### config.mk
export PLATFORM = sky130hd
export DESIGN_NAME = seg_scan_driver
export DESIGN_NICKNAME = d
export VERILOG_FILES = /design/src/rtl/calc_pkg.sv /design/src/rtl/tick_gen.sv /design/src/rtl/seg_scan_driver.sv
export SDC_FILE = /design/constraint.sdc
export NUM_CORES = 1
export LEC_CHECK = 0
export BUFFER_PORTS_ARGS = -buffer_cell sky130_fd_sc_hd__buf_4
export CORE_UTILIZATION = 57
export DETAILED_ROUTE_END_ITERATION = 12
export PLACE_DENSITY_LB_ADDON = 0.08
export SLEW_MARGIN = 40
export SYNTH_ARGS = -nofsm -noshare
export SYNTH_HDL_FRONTEND = slang
export SYNTH_SLANG_ARGS = --single-unit
### constraint.sdc
create_clock -name clk -period 2.2 [get_ports clk]
set_input_delay 0.44 -clock clk [delete_from_list [all_inputs] [get_ports clk]]
set_output_delay 0.44 -clock clk [all_outputs]
set_load 0.01 [all_outputs]
### src/rtl/calc_pkg.sv
// Shared display/calculator constants and types.
// Used by the scan driver, display and calculator blocks.
package calc_pkg;
   localparam int NUM_DIGITS = 4;
   localparam int SEG_W      = 8;
   localparam int PWM_BITS   = 4;
   localparam int SLOT_BITS  = $clog2(NUM_DIGITS);

   typedef logic [SEG_W-1:0] seg_t;

   // digit[0] is the leftmost digit; sign is the minus indicator.
   typedef struct packed {
      logic                       sign;
      seg_t [NUM_DIGITS-1:0]      digit;
   } disp_t;

   function automatic logic [NUM_DIGITS-1:0] slot_onehot(input logic [SLOT_BITS-1:0] slot);
      return {{(NUM_DIGITS-1){1'b0}}, 1'b1} << slot;
   endfunction
endpackage

### src/rtl/tick_gen.sv
// PWM tick prescaler: one-cycle tick every PRESCALE clocks while enabled.
// Held at zero while disabled so the scan restarts from a known phase.
module tick_gen #(
   parameter int PRESCALE = 1000
) (
   input  logic clk,
   input  logic rst,
   input  logic enable,
   output logic tick
);
   localparam int CW = (PRESCALE > 1) ? $clog2(PRESCALE) : 1;
   localparam logic [CW-1:0] LAST = CW'(PRESCALE - 1);

   logic [CW-1:0] cnt;

   always_ff @(posedge clk or negedge rst) begin
      if (!rst) begin
         cnt <= '0;
      end else if (!enable) begin
         cnt <= '0;
      end else if (cnt == LAST) begin
         cnt <= '0;
      end else begin
         cnt <= cnt + CW'(1);
      end
   end

   assign tick = enable && (cnt == LAST);
endmodule

### src/rtl/seg_scan_driver.sv
// Multiplexed 4-digit 7-segment scanner with PWM brightness and
// frame-synchronous double buffering of the display data.
module seg_scan_driver
   import calc_pkg::*;
#(
   parameter int PRESCALE = 1000
) (
   input  logic                  clk,
   input  logic                  rst,
   input  logic                  enable,
   input  logic                  load,
   input  logic [SEG_W-1:0]      digit1,
   input  logic [SEG_W-1:0]      digit2,
   input  logic [SEG_W-1:0]      digit3,
   input  logic [SEG_W-1:0]      digit4,
   input  logic                  sign,
   input  logic [PWM_BITS-1:0]   brightness,
   output logic [SEG_W-1:0]      seg,
   output logic [NUM_DIGITS-1:0] an,
   output logic                  sign_led,
   output logic                  frame_done
);
   logic                 tick;
   logic [PWM_BITS-1:0]  pwm_cnt;
   logic [PWM_BITS-1:0]  bri_q;
   logic [SLOT_BITS-1:0] slot;
   disp_t                pend_q;
   disp_t                shadow;
   logic                 pend_flag;
   disp_t                load_data;
   logic                 slot_end;
   logic                 frame_end;
   logic                 lit;

   tick_gen #(.PRESCALE(PRESCALE)) u_tick_gen (
      .clk    (clk),
      .rst    (rst),
      .enable (enable),
      .tick   (tick)
   );

   assign load_data = {sign, digit4, digit3, digit2, digit1};
   assign slot_end  = tick && (pwm_cnt == '1);
   assign frame_end = slot_end && (slot == SLOT_BITS'(NUM_DIGITS - 1));
   // pwm_cnt == 0 is the dark dead-time tick between digits
   assign lit       = enable && (pwm_cnt != '0) && (pwm_cnt <= bri_q);

   always_ff @(posedge clk or negedge rst) begin
      if (!rst) begin
         pwm_cnt <= '0;
         slot    <= '0;
         bri_q   <= '0;
      end else begin
         if (pwm_cnt == '0) begin
            bri_q <= brightness;
         end
         if (!enable) begin
            pwm_cnt <= '0;
            slot    <= '0;
         end else if (tick) begin
            pwm_cnt <= pwm_cnt + PWM_BITS'(1);
            if (slot_end) begin
               slot <= slot + SLOT_BITS'(1);
            end
         end
      end
   end

   // Shadow only ever changes on the frame boundary; a load landing on
   // the boundary itself goes straight to shadow.
   always_ff @(posedge clk or negedge rst) begin
      if (!rst) begin
         pend_q    <= '0;
         pend_flag <= 1'b0;
         shadow    <= '0;
      end else begin
         if (load) begin
            pend_q <= load_data;
         end
         if (frame_end) begin
            pend_flag <= 1'b0;
            if (load) begin
               shadow <= load_data;
            end else if (pend_flag) begin
               shadow <= pend_q;
            end
         end else if (load) begin
            pend_flag <= 1'b1;
         end
      end
   end

   always_ff @(posedge clk or negedge rst) begin
      if (!rst) begin
         seg        <= '0;
         an         <= '0;
         sign_led   <= 1'b0;
         frame_done <= 1'b0;
      end else begin
         frame_done <= frame_end;
         sign_led   <= lit && (slot == '0) && shadow.sign;
         if (lit) begin
            seg <= shadow.digit[slot];
            an  <= slot_onehot(slot);
         end else begin
            seg <= '0;
            an  <= '0;
         end
      end
   end
endmodule

Word level (Yosys, flattened, before mapping)
Cells that the tools add are included.

Register bits after elaboration: 101. Word-level logic and storage cells: 59.

Add/sub/neg operators: 3. $lt $le $gt $ge: 2. Eq/ne operators: 5. Shift operators: 1. Multiplexer cells: 15. Reduce and logical (&&, ||, !) cells: 14.

Operator list (count): $mux W33 (2); $mux W10 (2); $bmux W8 S2 (1); $mux W8 (2); $mux W4 (3); $add A10 B1 Y10 const B (1); $eq A10 B10 Y1 const B (1); $logic_and A1 B1 Y1 (7); $mux W2 (3); $add A4 B1 Y4 const B (1); $eq A4 B4 Y1 const B (1); $le A4 B4 Y1 (1); $logic_not A4 Y1 (1); $ne A2 B1 Y1 const B (2); $reduce_and A2 Y1 (2); $reduce_bool A2 Y1 (2); $reduce_bool A4 Y1 (1); $shl A1 B2 Y4 const A (1); $lt A2 B3 Y1 const B (1); $add A2 B1 Y2 const B (1); $eq A2 B2 Y1 const B (1); $logic_not A2 Y1 (1); $mux W1 (2).

Depth between registers and ports, before layout
Depth after elaboration: 6. Gate-level depth with buffers: 7.

By module
A second synthesis with hierarchy kept.

Cells, all modules: 302. Area, all modules: 4423.0 um^2.

Modules (own cells, without submodules): seg_scan_driver (times used 1, cells each 249, area each 3923.8 um^2, sequential area each 2277.2 um^2); tick_gen (times used 1, cells each 53, area each 499.2 um^2, sequential area each 250.2 um^2).

Worst setup path after synthesis
No wires, ideal clock.

Kind: reg2reg. Start: reg u_tick_gen.cnt[4]. End: reg shadow[10] (netlist bit). Arrival: 1824 ps. Data required time: 2075 ps. Setup slack: 251 ps. Cell stages (with the launch flop): 7. Buffers on the path: 2. Period minus slack after synthesis: 1949 ps. Cells stage by stage: dfrtp_1 > and4bb_4 > nand3_4 > or3_1 > buf_6 > buf_12 > mux2_4.

Cells in the longest elaborated chain, start to end: 5.

Ends and longest elaborated chain: start, declared (RTL line tick_gen.sv:14) `logic [CW-1:0] cnt;`; start signal, assigned (RTL line tick_gen.sv:24) `cnt <= cnt + CW'(1);`; $eq A10 B10 Y1 (RTL line tick_gen.sv:28) `assign tick = enable && (cnt == LAST);`; $logic_and A1 B1 Y1 (RTL line tick_gen.sv:28); $logic_and A1 B1 Y1 (RTL line seg_scan_driver.sv:43) `assign slot_end = tick && (pwm_cnt == '1);`; $logic_and A1 B1 Y1 (RTL line seg_scan_driver.sv:44) `assign frame_end = slot_end && (slot == SLOT_BITS'(NUM_DIGITS - 1));`; $reduce_and A2 Y1 (no line); end signal, assigned (RTL line seg_scan_driver.sv:83) `shadow <= load_data;`; end signal, assigned (RTL line seg_scan_driver.sv:85) `shadow <= pend_q;`; end, declared (RTL line seg_scan_driver.sv:28) `disp_t shadow;`.

Every way passes these cells. A chain may end at the register's enable or synchronous reset.

Worst setup path after layout
Start: reg u_tick_gen.cnt[4]. End: reg shadow[22] (netlist bit).

The elaborated chain is that of the path after synthesis.

==> results.yml <==
setup_path:
  end_kind: "flop"
  cp_slowest_cell: "or3_2"
  slowest_delay_ns: 0.51
  critPathMaxFanout: 33
  cp.arrival_ns: 2.32
  path_class: "reg2reg"
  cp.required_ns: 2.45
  worstPathCellList: "and4bb_4 -> nand3_4 -> or3_2 -> buf_12 -> mux2_4"
  cp-start-kind: "flop"
status:
  status: "complete, no violations"
floorplanning:
  dieArea_sq_um: 8120
  die_h_microns: 90.1
  core_sq_um: 7370
  num_rows: 31
  die_w_microns: 90.1
  start_util_pct: 60.0
  pin_count: 55
synth:
  synthMuxAreaShare_pct: 24.1
  synth_top_family_by_area: "multiplexers"
  synth.distinct_cells: 39
  synthArstFlopShare_pct: 100
  synth-xor-area-share_pct: 1.58
  ys_seq_area_share_pct: 57.1
  ys_ff_latch: 101
  synth-main-ff-cell: "dfrtp_1"
  yosys_warnings: 0
  synth-edff-count: 0
  synthSimpleGateAreaFrac_pct: 8.31
  syn_area_per_cell_sq_um: 15.0
  postSynthCellCount: 295
  syn_nets: 347
  syn_area_sq_um: 4420
  synth_compound_area_share_pct: 1.84
  synthAdderAreaFrac_pct: 3.11
route:
  drt-vias-per-instance: 5.38
  ant_nets: 0
  wl_per_cell_microns: 16.5
  firstDrtPassIters: 4
  wl_microns: 7620
  drc: 0
  drt-initial-drc-count: 79
  vias: 2481
placed_design:
  placed_cells: 446
  portBuffers: 54
  gp_congestion: 0.817
  dp_hpwl_microns: 5170
clocking:
  cts_resized: 0
  numCtsBuffers: 9
  cts_setup_buffers: 0
  insertion_delay_ns: 0.36
  cts_sinks: 101
  cts_tree: "done"
  cts_hold_buffers: 0
  clk_pin_slew_ns: 0.09
  clockRootBuffer: "clkbuf_8"
  htree_levels: 3
  clock_path_buffers: 2
sta:
  worst-slew-pin-transition_ns: 0.608
  period_share_pct: 93.9
  fmax_mhz: 484
  fin_tns_setup_ns: 0
  fin_skew_ns: 0.00779
  slew_headroom_pct: 59.5
  hold_violations: 0
  setup_viol: 0
  fin_crit_ns: 2.07
  drv_slew: 0
  rsz0062_at_grt: "no"
  holdWs_ns: 0.0130
finish:
  nNetsFinal: 410
  fillCellCount: 522
  multiInputGateArea_sq_um: 1730
  synthToLayoutAreaGrowth_pct: 15.7
  finalNonFillerCells: 461
  n_antenna_cell: 0
  drive_gt1_share_pct: 44.5
  regArea_sq_um: 2530
global_routing:
  grt_pass1_wl_microns: 13000
  grt_usage_pct: 20.6
  antenna_found_initial: 0
  grt-ovfl-total: 0
  grt_pass1_vias: 2620
  grt_start_max_net_pins: 40
power_and_ir_drop:
  ir_drop_uv: 430
  power_density_nw_per_um2: 652
  p_leak_nw: 2.50
run:
  cap_violations: 0
worst_hold_path:
  min_path_type: "in2async"
-- layout by cell type, fill, tap and decap left out, types with 2 or more instances in the layout --
cell / netlist / layout
nor3b_1: 13 / 13
mux2_4: 30 / 30
dfrtp_1: 101 / 101
and3_1: 2 / 2
and4_1: 3 / 3
nand4_1: 2 / 2
nor3_1: 2 / 2
or3_2: 1 / 2
mux2_2: 37 / 37
buf_12: 3 / 2
buf_4: 3 / 64
ha_1: 11 / 11
mux4_2: 8 / 8
clkinv_4: 0 / 2
o21ai_0: 4 / 4
nand3_1: 6 / 6
xor2_1: 4 / 4
inv_1: 7 / 7
nor2_1: 16 / 16
mux2i_1: 2 / 2
xnor2_1: 4 / 4
nand2_1: 10 / 10
clkbuf_8: 0 / 9
o211ai_1: 2 / 2
a21oi_1: 3 / 3
clkinvlp_4: 0 / 2
-- metal layers --
| layer | routed length [microns] | GRT usage [%] | vias up |
|---|---|---|---|
| met2 | 3660 | 32.1 | 49 |
| met3 | 227 | 3.38 | 16 |
| met4 | 178 | 9.14 | 0 |
| met1 | 3550 | 28.9 | 1257 |
| met5 | 0 | 0 | - |
| li1 | - | - | 1159 |
-- sequential cells by signal (all words and copies together), names as in the netlist, 2 cells and up --
name            flops
bri_q               4
pend_q             33
pwm_cnt             4
slot                2
an                  4
u_tick_gen.cnt     10
seg                 8
shadow             33
-- area by class of cell --
type | instances | area share (%)
flip-flops and latches | 101 | 49.4
multi-input cells | 172 | 33.7
repair buffers | 66 | 10.2
clock buffers | 10 | 2.49
well taps | 99 | 2.42
clock inverters | 5 | 1.22
inverters | 8 | 0.587
-- per-stage QoR --
| stage | power [mW] | area, sq um | util, % | setup WS (ns) |
|---|---|---|---|---|
| floorplan | 2.09 | 4420 | - | 0.251 |
| global placement | 2.21 | 4930 | 66.9 | 0.177 |
| detailed placement | 2.22 | 4930 | 66.9 | 0.152 |
| CTS | 3.37 | 5120 | 69.4 | 0.142 |
| global route | 3.46 | 5120 | 69.4 | 0.0700 |
| finish | 3.34 | 5120 | 69.4 | 0.135 |
-- cells in the mapped netlist, drive strengths merged, types with 2 or more instances --
cell type,n,share of area [%]
mux2,67,20
mux2i,2,0.45
and3,3,0.45
inv,7,0.59
ha,11,3.1
buf,11,3.0
or3,2,0.31
xor2,4,0.79
and4,3,0.59
nor2,16,1.4
o211ai,2,0.34
dfrtp,101,57
nor3b,13,2.2
a21oi,3,0.34
clkbuf,3,0.25
xnor2,4,0.79
nand2,10,0.85
mux4,8,4.1
o21ai,4,0.45
nor3,2,0.23
nand4,2,0.28
nand3,7,1.1
-- cell families (layout without fill, tap and decap cells) --
group | after synthesis | in the layout
AO/OA/AOI/OAI | 13 | 13
flip-flops | 101 | 101
buffers and inverters | 22 | 89
adder cells (fa/ha/maj) | 11 | 11
XOR/XNOR | 8 | 8
multiplexers | 77 | 77
AND/OR/NAND/NOR | 63 | 63
-- worst max-delay path, delay by kind of cell (launching register included) --
kind                   cells  cell delay [ns]
buffers and inverters      1             0.21
flip-flops                 1             0.42
multiplexers               1             0.32
AND/OR/NAND/NOR            3             0.99
-- where the power goes --
part	total (mW)	switching, mW	leakage (nW)	internal [mW]
Clock	1.16	0.635	0.0886	0.524
Sequential	1.95	0.0219	1.32	1.92
Combinational	0.233	0.111	1.09	0.122
Total	3.34	0.768	2.50	2.57
-- final timing paths --
kind | start | slack, ns | to | depth (start not counted)
max reg2reg | u_tick_gen.cnt[4]$_DFF_PN0_ | 0.13 | shadow[22]$_DFFE_PN0P_ | 5
min in group clk | brightness[2] | 0.27 | bri_q[2]$_DFFE_PN0P_ | 3
max in group asynchronous | rst | 1.59 | pend_q[30]$_DFFE_PN0P_ | 2
min | rst | 0.01 | u_tick_gen.cnt[6]$_DFF_PN0_ | 1
max | u_tick_gen.cnt[4]$_DFF_PN0_ | 0.13 | shadow[22]$_DFFE_PN0P_ | 5
min reg2reg | u_tick_gen.cnt[0]$_DFF_PN0_ | 0.49 | u_tick_gen.cnt[0]$_DFF_PN0_ | 1
No activity file was read; power rests on OpenSTA's default activity.
